File: config.mk
export PLATFORM = sky130hd
export DESIGN_NAME = diffin_offset_cal
export DESIGN_NICKNAME = d
export VERILOG_FILES = /design/src/rtl/diffin_offset_cal.sv
export SDC_FILE = /design/constraint.sdc
export NUM_CORES = 1
export LEC_CHECK = 0
export CAP_MARGIN = 20
export CELL_PAD_IN_SITES_DETAIL_PLACEMENT = 1
export CELL_PAD_IN_SITES_GLOBAL_PLACEMENT = 1
export CORE_MARGIN = 4
export CORE_UTILIZATION = 42
export CTS_CLUSTER_DIAMETER = 120
export DETAILED_ROUTE_END_ITERATION = 10
export PLACE_DENSITY_LB_ADDON = 0.1
export SLEW_MARGIN = 25
export SYNTH_ARGS = -nofsm -noshare
export SYNTH_HDL_FRONTEND = slang
export SYNTH_SLANG_ARGS = --single-unit
File: constraint.sdc
create_clock -name clk -period 4.3 [get_ports clk]
set_clock_uncertainty 0.1 [all_clocks]
set_input_delay 0.86 -clock clk [delete_from_list [all_inputs] [get_ports clk]]
set_output_delay 0.86 -clock clk [all_outputs]
set_load 0.01 [all_outputs]
File: src/rtl/diffin_offset_cal.sv
// Offset-trim calibration controller for differential input buffers.
// Sweeps each channel's trim code and keeps the first code that resolves high.
module diffin_offset_cal #(
    parameter int NCH           = 8,
    parameter int SETTLE_CYCLES = 16,
    parameter int SAMPLE_CYCLES = 8
) (
    input  logic             clk,
    input  logic             rst_n,
    input  logic             start,
    output logic             busy,
    output logic             done,
    input  logic [NCH-1:0]   o_in,
    output logic [4*NCH-1:0] osc,
    output logic [2*NCH-1:0] osc_en,
    output logic [NCH-1:0]   err
);
    localparam int CHW = (NCH > 1) ? $clog2(NCH) : 1;
    localparam logic [CHW-1:0] LAST_CH = CHW'(NCH - 1);
    localparam logic [7:0] SETTLE_LAST = 8'(SETTLE_CYCLES - 1);
    localparam logic [7:0] SAMPLE_LAST = 8'(SAMPLE_CYCLES - 1);
    localparam logic [8:0] SAMPLE_N = 9'(SAMPLE_CYCLES);

    typedef enum logic [2:0] {
        IDLE, SET, SETTLE, SAMPLE, EVAL, NEXT_CH, DONE
    } state_t;

    state_t         state, state_d;
    logic [CHW-1:0] ch;
    logic [3:0]     idx;
    logic [7:0]     cnt;
    logic [7:0]     ones;
    logic [NCH-1:0] sync1, sync2;
    logic           sbit;
    logic           hit;

    // Sweep index 0..14 maps to -7..+7 in sign/magnitude form.
    function automatic logic [3:0] code_of(input logic [3:0] i);
        if (i >= 4'd7)
            return {1'b1, 3'(i - 4'd7)};
        else
            return {1'b0, 3'(4'd7 - i)};
    endfunction

    assign sbit = sync2[ch];
    assign hit  = {ones, 1'b0} > SAMPLE_N;
    assign busy = (state != IDLE) && (state != DONE);
    assign done = (state == DONE);

    always_ff @(posedge clk or negedge rst_n) begin
        if (!rst_n)
            state <= IDLE;
        else
            state <= state_d;
    end

    always_comb begin
        state_d = state;
        unique case (state)
            IDLE:    if (start) state_d = SET;
            SET:     state_d = SETTLE;
            SETTLE:  if (cnt == SETTLE_LAST) state_d = SAMPLE;
            SAMPLE:  if (cnt == SAMPLE_LAST) state_d = EVAL;
            EVAL:    state_d = (hit || idx == 4'd14) ? NEXT_CH : SET;
            NEXT_CH: state_d = (ch == LAST_CH) ? DONE : SET;
            DONE:    state_d = IDLE;
            default: state_d = IDLE;
        endcase
    end

    always_ff @(posedge clk or negedge rst_n) begin
        if (!rst_n) begin
            sync1  <= '0;
            sync2  <= '0;
            ch     <= '0;
            idx    <= '0;
            cnt    <= '0;
            ones   <= '0;
            osc    <= {NCH{4'b1000}};
            osc_en <= '0;
            err    <= '0;
        end else begin
            sync1 <= o_in;
            sync2 <= sync1;
            unique case (state)
                IDLE: begin
                    if (start) begin
                        ch  <= '0;
                        idx <= '0;
                        err <= '0;
                    end
                end
                SET: begin
                    osc[4*ch +: 4]    <= code_of(idx);
                    osc_en[2*ch +: 2] <= 2'b11;
                    cnt               <= '0;
                    ones              <= '0;
                end
                SETTLE: begin
                    cnt <= (cnt == SETTLE_LAST) ? 8'd0 : cnt + 8'd1;
                end
                SAMPLE: begin
                    cnt  <= (cnt == SAMPLE_LAST) ? 8'd0 : cnt + 8'd1;
                    ones <= ones + 8'(sbit);
                end
                EVAL: begin
                    // The driven code already equals the result in every exit case.
                    if (hit) begin
                        if (idx == 4'd0)
                            err[ch] <= 1'b1;
                    end else if (idx == 4'd14) begin
                        err[ch] <= 1'b1;
                    end else begin
                        idx <= idx + 4'd1;
                    end
                end
                NEXT_CH: begin
                    osc_en[2*ch +: 2] <= 2'b00;
                    if (ch != LAST_CH) begin
                        ch  <= ch + CHW'(1);
                        idx <= '0;
                    end
                end
                default: ;
            endcase
        end
    end

endmodule

==> results of run 1 <==
## registers in the layout, indices dropped and copies added (netlist names)
signal,cells
idx,4
err,8
cnt,8
state,3
ch,3
sync1,8
sync2,8
osc,32
osc_en,8
ones,8
## cells by family (layout without fill, tap and decap cells)
group                      after synthesis  after routing
AOI/OAI and AO/OA                       63             63
buffers and inverters                   32             94
and+or+nand+nor                        141            141
xor gates and xnor gates                 4              4
muxes                                   37             37
adders and majority gates               13             13
DFF                                     90             90
## layer usage
layer / part of all wire, % / track usage (%)
met3: 3.8 / 3.10
met1: 47 / 24.7
met2: 48 / 28.9
met4: 1.6 / 6.85
met5: 0 / 0
## worst max path at each step
stage                         end  slack [ps]  cells after the start
after global placement    osc[19]        1120                      6
after CTS                 osc[19]         950                      6
after global routing      osc[17]         730                      6
after detailed placement  osc[18]         970                      6
after floorplan           osc[19]        1260                      9
final                     osc[19]         970                      6
## power by group through the flow
| stage | sequential [mW] | clock [mW] | combinational, mW |
|---|---|---|---|
| 2_1_floorplan | 1.18 | 0 | 0.676 |
| 3_3_place_gp | 1.25 | 0 | 0.945 |
| 3_5_place_dp | 1.26 | 0 | 0.979 |
| 4_1_cts | 1.25 | 0.635 | 0.989 |
| 5_1_grt | 1.28 | 0.668 | 1.11 |
| 6_report | 1.24 | 0.615 | 0.973 |
## final cells by class
cell class,instances,share of cell area [%]
sequential,90,44.0
inverter,7,0.511
clock buffer,9,2.41
tap,133,3.24
multi-input combinational,258,34.6
clock inverter,7,1.65
timing repair buffer,71,13.6
## cells in the final DEF (no fill, tap or decap), types with 7 or more instances in the layout
cell type        instances
nor2_1                  26
mux2_2                  27
mux2i_1                  9
a22o_1                  10
dfstp_2                  8
inv_1                    7
dfrtp_1                 82
nand2_1                 50
and3_1                   7
o21ai_0                 16
nor3_1                  11
clkbuf_8                 9
clkdlybuf4s50_1         67
ha_1                    13
a21oi_1                  8
nand3_1                 11
## metrics by stage
| step | setup slack (ps) | power (mW) | instance area (um2) | hold slack [ps] | utilization, % |
|---|---|---|---|---|---|
| CTS | 947 | 2.87 | 5140 | 260 | 52.6 |
| finish | 974 | 2.83 | 5140 | 258 | 52.6 |
| floorplan | 1260 | 1.86 | 4210 | 231 | - |
| global route | 731 | 3.06 | 5140 | 265 | 52.6 |
| global placement | 1120 | 2.19 | 4930 | 233 | 50.5 |
| detailed placement | 971 | 2.24 | 4930 | 236 | 50.5 |
==> run_results.csv, run 1 <==
group,metric,value,unit
status,outcome,"finished clean",
floorplanning,rows,36,
floorplanning,fp.dieW,108,um
synthesis,yosysWarnings,0,
setup_path,cp_slowest_cell,"dfrtp_1",
cts,post_cts_resized,0,
cts,cts_hold_buffers,0,
synthesis,yosys_most_used_dff,"dfrtp_1",
final_layout,regArea,0.00226,mm2
setup_path,critPathCaptureType,"flop",
setup_path,slowest_delay,710,ps
synthesis,synth-compound-area-share,11.1,%
setup_path,crit_chain,"inv_1, ha_1, ha_1, or4b_1, or4_4, o41ai_2",
setup_path,crit_type,"flop to flop",
timing,fin_crit,3330,ps
detailed_routing,wl,9.82,mm
timing,setup_viol,0,
setup_path,arrival,3500,ps
detailed_routing,drtIter0Drc,84,
synthesis,netlist_instances,380,
cts,clkTransAtPathRegs,100,ps
final_layout,finalNonFillerCells,575,
synthesis,synth_area,0.00421,mm2
cts,cts_buffers,9,
floorplanning,core-area,0.00977,mm2
synthesis,synth_edf_count,0,
placed_design,place_inst,559,
timing,worst-slew-pin-transition,833,ps
synthesis,synth-seq-cells,90,
synthesis,syn_area_per_cell,11.1,um2
floorplanning,dieArea,0.0117,mm2
min_path,min_from,"sync1[3]",
placed_design,dp.final_hpwl,7.18,mm
synthesis,synth_xor_area_share,0.833,%
final_layout,antennaDiodeCount,0,
cts,cts_tree,"done",
pwr,power_leakage,2.30,nW
pwr,p_per_area,550,mW/mm2
floorplanning,die_y,108,um
min_path,hold_path_depth,0,
detailed_routing,drtPass1Iterations,4,
cts,clkLatencyLatePin,370,ps
detailed_routing,wl_per_cell,17.1,um
global_routing,grt_max_degree,67,
synthesis,netlist-cell-type-count,50,
synthesis,synth_area_leaders,"dfrtp_1, mux2_2, dfstp_2",
timing,maxSlewViolCount,0,
final_layout,final_nets,461,
setup_path,crit_top_cell,"ha_1",
timing,period_share,77.4,%
detailed_routing,vias,3061,
cts,cts_max_path_buffers,2,
timing,rsz0062_at_grt,"false",
setup_path,crit_start,"ch[0]",
cts,post_cts_buffers,0,
timing,fmax,0.301,GHz
synthesis,synth_seq_area_share,53.8,%
placed_design,gp_congestion,0.789,
final_layout,fillCellCount,1059,
timing,finalHoldViolCount,0,
synthesis,synth_top_cells_by_count,"dfrtp_1, nand2_1, mux2_2, nor2_1, o21ai_0",
setup_path,path_delay_family,"simple AND/OR/NAND/NOR gates",
detailed_routing,drc,0,
pwr,switchingPower,1.08,mW
synthesis,synth-async-reset-ratio,100,%
setup_path,reg2reg_setup_slack,970,ps
synthesis,synth_top_area_share,48.8,%
setup_path,reg2reg_to,"osc[19]",
final_layout,drive_gt1_share,14.5,%
min_path,worst_hold_path_type,"flop to flop",
cts,h-tree-depth,3,
final_layout,multi_input_area,0.00178,mm2
setup_path,reg2regPathDepth,6,
global_routing,antenna_found_initial,0,
setup_path,cp-start-kind,"flop",
synthesis,synth_top_family_by_area,"simple AND/OR/NAND/NOR gates",
floorplanning,top_level_ports,69,
global_routing,grt_pass1_wl,16.4,mm
global_routing,grt_pass1_vias,3184,
pwr,p_sw_share,38.2,%
global_routing,gr-total-overflow,0,
pwr,power_frac_seq,43.9,%
synthesis,yosysMostFrequentCell,"dfrtp_1",
min_path,hold_end,"sync2[3]",
global_routing,grtUsageTotal,18.1,%
synthesis,synth-simple-area-share,16.6,%
pwr,combPwrFrac,34.4,%
timing,setup_tns,0,ps
detailed_routing,drtAntennaViolNets,0,
pwr,intPower,1.75,mW
final_layout,area_growth_syn_to_layout,22.2,%
cts,clock_sinks,90,
pwr,clkPwrFrac,21.7,%
synthesis,synth_mux_area_share,9.90,%
setup_path,r2r_start,"ch[0]",
setup_path,cp_max_fo,17,
synthesis,syn_nets,404,
cts,cts_root_buf,"clkbuf_8",
pwr,max-vdd-ir-drop,0.324,mV
synthesis,synth-adder-area-share,3.87,%
run,drv_cap,0,
timing,maxSlewHeadroom,44.5,%
floorplanning,start_util,43.0,%
setup_path,critPathBufInv,1,
setup_path,cp.required,4470,ps
placed_design,io_buffers,68,
detailed_routing,via_per_inst,5.32,
synthesis,yosysTopAreaCell,"dfrtp_1",
No activity file was read; power rests on OpenSTA's default activity.
==> inputs of run 2 (changes only) <==
--- a/config.mk
+++ b/config.mk
@@ -9,7 +9,7 @@
 export CELL_PAD_IN_SITES_DETAIL_PLACEMENT = 1
 export CELL_PAD_IN_SITES_GLOBAL_PLACEMENT = 1
 export CORE_MARGIN = 4
-export CORE_UTILIZATION = 42
+export CORE_UTILIZATION = 38
 export CTS_CLUSTER_DIAMETER = 120
 export DETAILED_ROUTE_END_ITERATION = 10
 export PLACE_DENSITY_LB_ADDON = 0.1
==> constraint.sdc (replaced) <==
create_clock -name clk -period 2.99 [get_ports clk]
set_clock_uncertainty 0.1 [all_clocks]
set_input_delay 0.598 -clock clk [delete_from_list [all_inputs] [get_ports clk]]
set_output_delay 0.598 -clock clk [all_outputs]
set_load 0.01 [all_outputs]
==> run_results.csv, run 2 (synthesis results as in run 1) <==
group,metric,value,unit
min_path,worst_hold_path_type,"input pin to async pin",
placed_design,io_buffers,68,
setup_path,r2r_start,"ch[1]",
setup_path,cp-start-kind,"flop",
global_routing,grt_pass1_wl,17.2,mm
status,outcome,"finished clean",
floorplanning,core-area,0.0108,mm2
cts,cts_max_path_buffers,2,
final_layout,multi_input_area,0.00178,mm2
timing,finalHoldViolCount,0,
final_layout,area_growth_syn_to_layout,24.0,%
pwr,p_per_area,786,mW/mm2
timing,period_share,90.7,%
timing,maxSlewHeadroom,43.0,%
placed_design,gp_congestion,0.757,
setup_path,crit_type,"flop to flop",
setup_path,arrival,2880,ps
cts,cts_hold_buffers,0,
final_layout,top_register,"osc",
final_layout,final_nets,471,
setup_path,critPathCaptureType,"flop",
setup_path,reg2regPathDepth,6,
detailed_routing,wl,10.3,mm
timing,setup_tns,0,ps
setup_path,reg2reg_setup_slack,280,ps
global_routing,antenna_found_initial,0,
final_layout,largest_reg_flops,32,
setup_path,crit_path_end,"osc[17]",
placed_design,dp.final_hpwl,7.53,mm
floorplanning,die_y,113,um
floorplanning,top_level_ports,69,
cts,cts_root_buf,"clkbuf_8",
final_layout,final_common_cell,"dfrtp_1",
timing,fmax,0.369,GHz
setup_path,reg2reg_to,"osc[17]",
cts,cts_tree,"done",
global_routing,gr-total-overflow,0,
timing,maxSlewViolCount,0,
detailed_routing,via_per_inst,5.29,
pwr,power_leakage,2.34,nW
cts,cts_buffers,9,
cts,clkTransAtPathRegs,90,ps
floorplanning,start_util,38.8,%
setup_path,cp_max_fo,9,
floorplanning,rows,38,
detailed_routing,vias,3129,
timing,worst-slew-pin-transition,831,ps
cts,post_cts_buffers,0,
detailed_routing,drc,0,
final_layout,fillCellCount,1180,
final_layout,layout_common_cells,"dfrtp_1, clkdlybuf4s50_1, nand2_1",
detailed_routing,drtIter0Drc,134,
run,drv_cap,0,
global_routing,grtUsageTotal,16.9,%
global_routing,grt_pass1_vias,3387,
timing,rsz0062_at_grt,"false",
setup_path,crit_start,"ch[1]",
detailed_routing,drtPass1Iterations,5,
floorplanning,dieArea,0.0128,mm2
cts,post_cts_resized,0,
timing,setup_viol,0,
final_layout,regArea,0.00226,mm2
detailed_routing,wl_per_cell,17.4,um
cts,clock_sinks,90,
cts,h-tree-depth,3,
setup_path,cp.required,3160,ps
cts,clkLatencyLatePin,370,ps
pwr,max-vdd-ir-drop,0.475,mV
final_layout,drive_gt1_share,15.9,%
placed_design,place_inst,576,
timing,fin_crit,2710,ps
detailed_routing,drtAntennaViolNets,0,
final_layout,finalNonFillerCells,592,
floorplanning,fp.dieW,113,um
final_layout,antennaDiodeCount,0,
global_routing,grt_max_degree,53,
==> run 2: cell types whose count changed in the layout (fill, tap and decap cells not counted), sizes merged <==
cell and change:
buf +10, clkbuf +2, clkinv +3, clkinvlp -1, inv -4
==> run 2: per-stage QoR <==
step,util [%],worst slack (ps),power (mW),instance area (um2),hold WS (ps)
CTS,48.1,268,4.16,5220,109
global route,48.1,85.0,4.42,5220,133
detailed placement,46.4,305,3.31,5030,236
floorplan,-,80.8,2.67,4210,202
finish,48.1,278,4.10,5220,93.9
global placement,46.4,397,3.26,5030,237
==> run 2: worst min-delay path by stage <==
stage / start / end / slack [ps] / cells past startpoint
after detailed placement: sync1[7] / sync2[7] / 240 / 0
after global placement: sync1[1] / sync2[1] / 240 / 0
final: rst_n / ones[4] / 90 / 1
after floorplan: rst_n / ch[0] / 200 / 0
after global routing: rst_n / ones[4] / 130 / 1
after CTS: rst_n / ones[1] / 110 / 1
==> run 2: where the power goes <==
group | switching [mW] | internal, mW
combinational | 0.849 | 0.713
sequential | 0.253 | 1.46
clock | 0.442 | 0.386
total | 1.54 | 2.55
==> run 2: worst max-delay path: stages, from the launching register on <==
cell and delay (ps):
dfrtp_1 470, inv_1 150, ha_1 230, ha_1 290
or4b_1 480, or4_4 580, o41ai_2 310
==> run 2: area by class of cell <==
cell class / count / share of cell area [%]
Tap cell: 140 / 3.36
Sequential cell: 90 / 43.4
Timing Repair Buffer: 81 / 15.1
Clock buffer: 11 / 2.52
Multi-Input combinational cell: 258 / 34.1
Clock inverter: 5 / 1.08
Inverter: 7 / 0.504
==> run 2: per-layer routing <==
metal  GRT usage, %  share of wire [%]
met5              0                  0
met4           5.69                1.3
met3           3.74                3.1
met2           25.9                 46
met1           23.9                 50
==> inputs of run 3 (changes only) <==
--- a/config.mk
+++ b/config.mk
@@ -11,6 +11,7 @@
 export CORE_MARGIN = 4
 export CORE_UTILIZATION = 38
 export CTS_CLUSTER_DIAMETER = 120
+export CTS_CLUSTER_SIZE = 8
 export DETAILED_ROUTE_END_ITERATION = 10
 export PLACE_DENSITY_LB_ADDON = 0.1
 export SLEW_MARGIN = 25
==> results of run 3 <==
The final DEF is identical to that of run 2; final timing and power are the same.
